<file path="config.mk">
export PLATFORM = sky130hd
export DESIGN_NAME = sprite_compositor
export DESIGN_NICKNAME = d
export VERILOG_FILES = /design/src/rtl/sprite_compositor.sv
export SDC_FILE = /design/constraint.sdc
export NUM_CORES = 1
export LEC_CHECK = 0
export ABC_AREA = 1
export CORE_ASPECT_RATIO = 0.5
export CORE_MARGIN = 4
export CORE_UTILIZATION = 55
export DETAILED_ROUTE_END_ITERATION = 16
export GPL_ROUTABILITY_DRIVEN = 0
export PLACE_DENSITY = 0.82
export SLEW_MARGIN = 0
export SYNTH_ARGS = -nofsm -noshare
export SYNTH_HDL_FRONTEND = slang
export SYNTH_HIERARCHICAL = 1
export SYNTH_SLANG_ARGS = --single-unit
</file>
<file path="constraint.sdc">
create_clock -name clk -period 4.55 [get_ports clk]
set_clock_uncertainty 0.2 [all_clocks]
set_input_delay 0.455 -clock clk [delete_from_list [all_inputs] [get_ports clk]]
set_output_delay 0.455 -clock clk [all_outputs]
set_load 0.005 [all_outputs]
</file>
<file path="src/rtl/sprite_compositor.sv">
// N-channel sprite overlay: per-lane box test and ROM addressing, frame-latched
// positions, colour keying, fixed priority (channel 0 on top) and hit-flash blinking.

module sprite_lane #(
    parameter int SPR_W        = 128,
    parameter int SPR_H        = 128,
    parameter int ADDR_W       = 14,
    parameter int FLASH_FRAMES = 32,
    parameter int FLASH_PERIOD = 4
) (
    input  logic              clk,
    input  logic              rst,
    input  logic              frame_tick,
    input  logic              hit,
    input  logic              spr_en,
    input  logic [10:0]       spr_x,
    input  logic [10:0]       spr_y,
    input  logic [10:0]       hcount,
    input  logic [10:0]       vcount,
    input  logic              hblnk,
    input  logic              vblnk,
    output logic [ADDR_W-1:0] rom_addr,
    output logic              in_box_s2,
    output logic              visible,
    output logic              flash_active
);
    localparam int CW = $clog2(FLASH_FRAMES + 1);
    localparam int BB = $clog2(FLASH_PERIOD);
    localparam int SW = $clog2(SPR_W);
    localparam int FW = (ADDR_W > 22) ? ADDR_W : 22;

    logic          sh_en;
    logic [10:0]   sh_x, sh_y;
    logic [11:0]   hc12, vc12, x12, y12, x_end, y_end;
    logic [10:0]   dx, dy;
    logic [FW-1:0] addr_full;
    logic          in_box_c, in_box_s1;
    logic [CW-1:0] cnt;

    // Positions are only sampled at the frame boundary so a sprite never tears.
    always_ff @(posedge clk or posedge rst) begin
        if (rst) begin
            sh_en <= 1'b0;
            sh_x  <= '0;
            sh_y  <= '0;
        end else if (frame_tick) begin
            sh_en <= spr_en;
            sh_x  <= spr_x;
            sh_y  <= spr_y;
        end
    end

    // 12-bit bounds so a sprite near the right/bottom edge clips instead of wrapping.
    always_comb begin
        hc12  = {1'b0, hcount};
        vc12  = {1'b0, vcount};
        x12   = {1'b0, sh_x};
        y12   = {1'b0, sh_y};
        x_end = x12 + 12'(SPR_W);
        y_end = y12 + 12'(SPR_H);
        in_box_c = sh_en & ~hblnk & ~vblnk &
                   (hc12 >= x12) & (hc12 < x_end) &
                   (vc12 >= y12) & (vc12 < y_end);
        dx = hcount - sh_x;
        dy = vcount - sh_y;
        addr_full = (FW'(dy) << SW) + FW'(dx);
    end

    always_ff @(posedge clk or posedge rst) begin
        if (rst) begin
            in_box_s1 <= 1'b0;
            in_box_s2 <= 1'b0;
            rom_addr  <= '0;
        end else begin
            in_box_s1 <= in_box_c;
            in_box_s2 <= in_box_s1;
            rom_addr  <= in_box_c ? addr_full[ADDR_W-1:0] : '0;
        end
    end

    // A hit (re)loads the counter and wins over a coincident frame tick.
    always_ff @(posedge clk or posedge rst) begin
        if (rst)
            cnt <= '0;
        else if (hit)
            cnt <= CW'(FLASH_FRAMES);
        else if (frame_tick && cnt != '0)
            cnt <= cnt - 1'b1;
    end

    assign flash_active = (cnt != '0);
    assign visible      = ~flash_active | ~cnt[BB];
endmodule

module sprite_compositor #(
    parameter int          N_SPR        = 4,
    parameter int          SPR_W        = 128,
    parameter int          SPR_H        = 128,
    parameter int          ADDR_W       = 14,
    parameter logic [11:0] KEY_RGB      = 12'h0F0,
    parameter int          FLASH_FRAMES = 32,
    parameter int          FLASH_PERIOD = 4
) (
    input  logic                    clk,
    input  logic                    rst,
    input  logic [10:0]             vcount_in,
    input  logic [10:0]             hcount_in,
    input  logic                    vsync_in,
    input  logic                    hsync_in,
    input  logic                    vblnk_in,
    input  logic                    hblnk_in,
    input  logic [11:0]             rgb_in,
    input  logic [N_SPR-1:0]        spr_en,
    input  logic [N_SPR*11-1:0]     spr_x,
    input  logic [N_SPR*11-1:0]     spr_y,
    input  logic [N_SPR-1:0]        hit,
    output logic [N_SPR*ADDR_W-1:0] rom_addr,
    input  logic [N_SPR*12-1:0]     rom_rgb,
    output logic [10:0]             vcount_out,
    output logic [10:0]             hcount_out,
    output logic                    vsync_out,
    output logic                    hsync_out,
    output logic                    vblnk_out,
    output logic                    hblnk_out,
    output logic [11:0]             rgb_out,
    output logic [N_SPR-1:0]        flash_active
);
    localparam int STAGES = 3;

    typedef struct packed {
        logic [10:0] vcount;
        logic [10:0] hcount;
        logic        vsync;
        logic        hsync;
        logic        vblnk;
        logic        hblnk;
    } tim_t;

    tim_t        tim_pipe [STAGES:0];
    logic [11:0] rgb_pipe [2:1];
    logic [11:0] rgb_q, pix_nxt;
    logic        frame_tick;
    logic [N_SPR-1:0] in_box_s2, visible;

    always_comb begin
        tim_pipe[0] = '{vcount: vcount_in, hcount: hcount_in, vsync: vsync_in,
                        hsync: hsync_in, vblnk: vblnk_in, hblnk: hblnk_in};
    end

    // Stage 1 vsync doubles as the edge detector's history bit.
    assign frame_tick = vsync_in & ~tim_pipe[1].vsync;

    always_ff @(posedge clk or posedge rst) begin
        if (rst) begin
            for (int k = 1; k <= STAGES; k++) tim_pipe[k] <= '0;
            rgb_pipe[1] <= '0;
            rgb_pipe[2] <= '0;
        end else begin
            for (int k = 1; k <= STAGES; k++) tim_pipe[k] <= tim_pipe[k-1];
            rgb_pipe[1] <= rgb_in;
            rgb_pipe[2] <= rgb_pipe[1];
        end
    end

    for (genvar i = 0; i < N_SPR; i++) begin : g_lane
        sprite_lane #(
            .SPR_W(SPR_W), .SPR_H(SPR_H), .ADDR_W(ADDR_W),
            .FLASH_FRAMES(FLASH_FRAMES), .FLASH_PERIOD(FLASH_PERIOD)
        ) u_lane (
            .clk          (clk),
            .rst          (rst),
            .frame_tick   (frame_tick),
            .hit          (hit[i]),
            .spr_en       (spr_en[i]),
            .spr_x        (spr_x[11*i +: 11]),
            .spr_y        (spr_y[11*i +: 11]),
            .hcount       (hcount_in),
            .vcount       (vcount_in),
            .hblnk        (hblnk_in),
            .vblnk        (vblnk_in),
            .rom_addr     (rom_addr[ADDR_W*i +: ADDR_W]),
            .in_box_s2    (in_box_s2[i]),
            .visible      (visible[i]),
            .flash_active (flash_active[i])
        );
    end

    // Walk from the highest index down so the lowest opaque visible channel wins.
    always_comb begin
        pix_nxt = rgb_pipe[2];
        for (int i = N_SPR - 1; i >= 0; i--) begin
            if (in_box_s2[i] && visible[i] && rom_rgb[12*i +: 12] != KEY_RGB)
                pix_nxt = rom_rgb[12*i +: 12];
        end
        if (tim_pipe[2].hblnk || tim_pipe[2].vblnk)
            pix_nxt = '0;
    end

    always_ff @(posedge clk or posedge rst) begin
        if (rst) rgb_q <= '0;
        else     rgb_q <= pix_nxt;
    end

    assign vcount_out = tim_pipe[STAGES].vcount;
    assign hcount_out = tim_pipe[STAGES].hcount;
    assign vsync_out  = tim_pipe[STAGES].vsync;
    assign hsync_out  = tim_pipe[STAGES].hsync;
    assign vblnk_out  = tim_pipe[STAGES].vblnk;
    assign hblnk_out  = tim_pipe[STAGES].hblnk;
    assign rgb_out    = rgb_q;
endmodule
</file>
**Word-level counts from Yosys, hierarchy flattened**

Cells that the tools add are included.

- Add/subtract/negate cells: 24
- Order comparisons: 16
- Equality and inequality tests: 4
- Muxes and demuxes: 17
- Bitwise operators: 40
- Reduce and logical (&&, ||, !) cells: 21

Operator list:

| cell | number |
|---|---|
| $add 11x8->12 const B | 8 |
| $lt 11x12->1 | 8 |
| $ge 11x11->1 | 8 |
| $mux 12 | 5 |
| $add 14x11->14 | 4 |
| $mux 14 | 4 |
| $mux 6 | 8 |
| $ne 12x8->1 const B | 4 |
| $sub 11x11->11 | 4 |
| $sub 7x7->7 | 4 |
| $and 1x1->1 | 25 |
| $reduce_bool 6->1 | 4 |
| $sub 6x1->6 const B | 4 |
| $logic_and 1x1->1 | 12 |
| $not 1->1 | 11 |
| $reduce_bool 2->1 | 4 |
| $or 1x1->1 | 4 |
| $logic_or 1x1->1 | 1 |

- Register bits after elaboration: 294
- Output and inout bits: 98
- Logic and storage cells: 171

**Longest topological paths before layout**

- Depth in word-level cells: 10
- Gate-level depth with buffers: 20

**By module**

Netlist, hierarchy kept.

Modules (own cells, without submodules):

| module | instances | cells an instance | area an instance (um^2) |
|---|---|---|---|
| sprite_compositor | 1 | 367 | 4103.9 |
| sprite_lane (g_lane[2].u_lane) | 1 | 422 | 3333.2 |
| sprite_lane (g_lane[0].u_lane) | 1 | 422 | 3239.4 |
| sprite_lane (g_lane[3].u_lane) | 1 | 426 | 3239.4 |
| sprite_lane (g_lane[1].u_lane) | 1 | 423 | 3211.8 |

**Worst setup path after synthesis**

No wires, ideal clock.

- Path kind: input to register
- Start point: input hcount_in[0]
- End point: register g_lane[2].u_lane.rom_addr[13]
- Setup time: 0.116 ns
- Arrival: 2.702 ns
- Required time: 4.234 ns
- Setup slack: 1.531 ns
- Stages on the path: 18
- Buffers on the path: 0
- Path through: inv_1 -> ha_1 -> inv_1 -> fa_1 -> nand3_1 -> nand2_1 -> a21oi_1 -> o21bai_1 -> xor2_1 -> fa_1 -> nand2_1 -> nand2_1 -> a21oi_1 -> nor2_1 -> nand2_1 -> nand2_1 -> nand2_1 -> nor2_1

- Cells in the longest elaborated chain, start to end: 6
- Elaborated cells between the ends (all ways): 9
- Those cells by class: 2 x add/sub; 2 x order compare; 1 x mux; 4 x bitwise

Ends and longest elaborated chain:

| element | RTL line | source |
|---|---|---|
| start, declared | 107 | `input logic [10:0] hcount_in,` |
| parallel branches: the longest is 5 deep, another holds $add 14x11->14 | n/a |  |
| $mux 14 (*) | 77 | `rom_addr <= in_box_c ? addr_full[ADDR_W-1:0] : '0;` |
| end signal, assigned | 77 |  |
| end, declared | 22 | `output logic [ADDR_W-1:0] rom_addr,` |

Mark *: on every way between the ends.
A chain may end at the register's enable or synchronous reset.

**Worst setup path in the final report**

Ends and elaborated chain as after synthesis.

==> impl_metrics.csv <==
group,metric,value,unit
floorplanning,dieArea,0.0342,mm²
drt,drcViolationCount,0,
pwr,clkPwrFrac,0.315,
layout,area_delta_synth_final,23.7,%
setup_path,end_kind,"flip-flop",
sta,tns,0,ns
drt,wl,44200,µm
layout,nets,2670,
clocking,numCtsBuffers,27,
logic_synthesis,syn-num-nets,2408,
drt,viasPerCell,5.07,
logic_synthesis,synth-seq-cells,294,
sta,slew_headroom,0.340,
grt,grt_max_degree,72,
drt,wl_per_cell,15.9,µm
logic_synthesis,yosysUniqueCellTypes,46,
floorplanning,core_area,0.0305,mm²
clocking,cts.sinks,294,
layout,drive_above_1_share,0.0726,
pwr,comb_power_share,0.318,
sta,setup_slack,1.01,ns
clocking,cts-root-buf,"clkbuf_16",
floorplanning,start_util,0.561,
setup_path,critical_path_class,"in2reg",
sta,drv_slew,0,
clocking,holdBufCountCts,0,
clocking,clkTransAtPathRegs,0.07,ns
sta,finalSetupViolCount,0,
hold_path,holdPathEnd,"hcount_out[4]",
hold_path,hold-path-cell-count,0,
sta,hold_viol_final,0,
clocking,worst_skew_pair.late_latency,0.54,ns
sta,post-route-min-period,3.54,ns
drt,dr.first_iter.drc_count,934,
setup_path,r2r_setup_slack,1.34,ns
setup_path,path_max_fanout,5,
setup_path,arrival,3.76,ns
floorplanning,io_pins,282,
clocking,htreeDepth,1,
run_status,outcome,"finished, final reports clean",
placed_design,port_buffers,281,
sta,holdWs,0.144,ns
layout,layout_commonest_cell,"nand2_1",
sta,max_freq,0.283,GHz
clocking,cts_tree,"yes",
placed_design,hpwl,33200,µm
grt,grt_pass1_vias,14000,
sta,tightest_slew,0.988,ns
hold_path,worstHoldStart,"tim_pipe[60]",
layout,finish.instance_area,0.0212,mm²
placed_design,place_area,0.0202,mm²
floorplanning,die_x,258,µm
drt,via_count,14100,
setup_path,r2r-end,"g_lane[2].u_lane/rom_addr[13]",
setup_path,start_kind,"input pin",
sta,fin_crit_sh,0.778,
clocking,clock_path_buffers,3,
logic_synthesis,yosysSeqAreaShare,0.430,
clocking,cts-resized-gates,0,
drt,ant_nets,0,
floorplanning,dieHeight,133,µm
sta,rsz0062_at_grt,"false",
grt,grt-ovfl-total,0,
logic_synthesis,netlist_instances,2060,
grt,antenna_found_initial,8,
pwr,p_leak,10.7,nW
run,drv_cap,0,
logic_synthesis,netlist_area,0.0171,mm²
setup_path,r2r_cells,17,
floorplanning,row_count,45,
placed_design,dp_slack,0.478,ns
pwr,ir_drop,335,µV
drt,drt_pre_antenna_iters,5,
logic_synthesis,syn_avg_cell_area,8.31,µm²
hold_path,worstHoldPathType,"reg2reg",
pwr,powerDensity,371,mW/mm²
pwr,switching_share,0.328,
clocking,cts_setup_buffers,0,
pwr,switching_power,2.58,mW
layout,final_cell_mix,"498 x nand2_1, 327 x inv_1, 294 x dfrtp_1",
pwr,p_int,5.29,mW
grt,grt_pass1_wl,69600,µm
setup_path,crit_required,4.77,ns
logic_synthesis,ys_warn_count,6,
setup_path,worstReg2RegStart,"g_lane[2].u_lane/sh_x[0]",
grt,grt_usage,0.255,
pwr,p_seq_frac,0.367,
layout,fill_cells,2318,
per-layer routing:
metal / track usage / vias to the layer above / share of wire
met5: 0 / - / 0
li1: - / 6978 / -
met3: 0.0390 / 109 / 0.056
met2: 0.454 / 428 / 0.49
met4: 0.105 / 0 / 0.043
met1: 0.312 / 6536 / 0.41
critical path, stage by stage:
cell and delay [ns]:
clkdlybuf4s50_1 0.63, inv_1 0.15, ha_1 0.15, inv_1 0.06, fa_1 0.43, nand3_1 0.10, nand2_1 0.10, a21oi_1 0.23
o21bai_1 0.11, xor2_1 0.18, fa_1 0.47, nand2_1 0.08, nand2_1 0.05, a21oi_1 0.19, nor2_1 0.10, nand2_1 0.09
nand2_1 0.06, nand2_1 0.06, nor2_1 0.05
final cells by class:
type | instances | area [µm²] | share of cell area
multi-input combinational | 1361 | 8100 | 0.382
sequential | 294 | 7360 | 0.347
timing repair buffer | 291 | 2910 | 0.137
inverter | 347 | 1310 | 0.0616
clock buffer | 38 | 777 | 0.0367
tap | 423 | 529 | 0.0250
clock inverter | 11 | 193 | 0.00909
antenna | 8 | 20.0 | 0.000945
sequential cells by signal (all words and copies together), names as in the netlist:
name / cells
g_lane.u_lane/cnt: 24
g_lane.u_lane/in_box_s1: 4
g_lane.u_lane/in_box_s2: 4
g_lane.u_lane/rom_addr: 56
g_lane.u_lane/sh_en: 4
g_lane.u_lane/sh_x: 44
g_lane.u_lane/sh_y: 44
hblnk_out: 1
hcount_out: 11
hsync_out: 1
rgb_out: 12
rgb_pipe: 24
tim_pipe: 52
vblnk_out: 1
vcount_out: 11
vsync_out: 1
logic make-up (layout without fill, tap and decap cells):
group	count (synthesis)	count (layout)	synth area share
buffers and inverters	405	687	0.0982
XOR/XNOR	72	72	0.0368
AND/OR/NAND/NOR	909	909	0.238
other	0	8	0
multiplexers	8	8	0.00526
AO/OA/AOI/OAI	208	208	0.0674
flip-flops	294	294	0.430
adder cells (fa/ha/maj)	164	164	0.125
synth_stat cells (all sizes together):
master | n | area [µm²]
a31oi | 5 | 31.3
dfrtp | 294 | 7360
xnor2 | 36 | 315
nand4 | 23 | 159
inv | 335 | 1260
or2 | 5 | 33.8
nor3b | 1 | 12.5
a21o | 6 | 46.3
o21ai | 114 | 574
o21bai | 9 | 67.6
clkinv | 12 | 45.0
nand2 | 517 | 2000
nand3 | 169 | 911
xor2 | 36 | 315
ha | 152 | 1900
fa | 12 | 240
nor3 | 9 | 45.0
a211oi | 2 | 15.0
nor2 | 180 | 872
a21oi | 68 | 393
and2 | 2 | 12.5
nand3b | 3 | 22.5
clkbuf | 23 | 90.1
buf | 35 | 289
a21boi | 2 | 15.0
o22ai | 2 | 12.5
mux2 | 8 | 90.1
worst max path at each step:
stage,startpoint,end
after floorplan,rst,hblnk_out
after global placement,hcount_in[0],g_lane[2].u_lane/rom_addr[13]
after detailed placement,hcount_in[0],g_lane[2].u_lane/rom_addr[13]
after CTS,hcount_in[0],g_lane[2].u_lane/rom_addr[13]
after global routing,hcount_in[0],g_lane[2].u_lane/rom_addr[13]
final,hcount_in[0],g_lane[2].u_lane/rom_addr[13]
through the flow:
step	utilization	cells	power [mW]
4_1_cts	0.694	2765	7.92
6_report	0.694	2773	7.87
3_5_place_dp	0.662	2716	5.40
5_1_grt	0.694	2772	8.36
3_3_place_gp	0.662	2716	5.31
2_1_floorplan	-	2060	4.73
power groups by stage:
stage | logic (mW) | clock network (mW) | registers [mW]
detailed placement | 2.46 | 0 | 2.94
global route | 2.81 | 2.64 | 2.91
floorplan | 1.81 | 0 | 2.91
CTS | 2.49 | 2.53 | 2.89
global placement | 2.38 | 0 | 2.93
finish | 2.50 | 2.48 | 2.89
No activity file was read; power rests on OpenSTA's default activity.
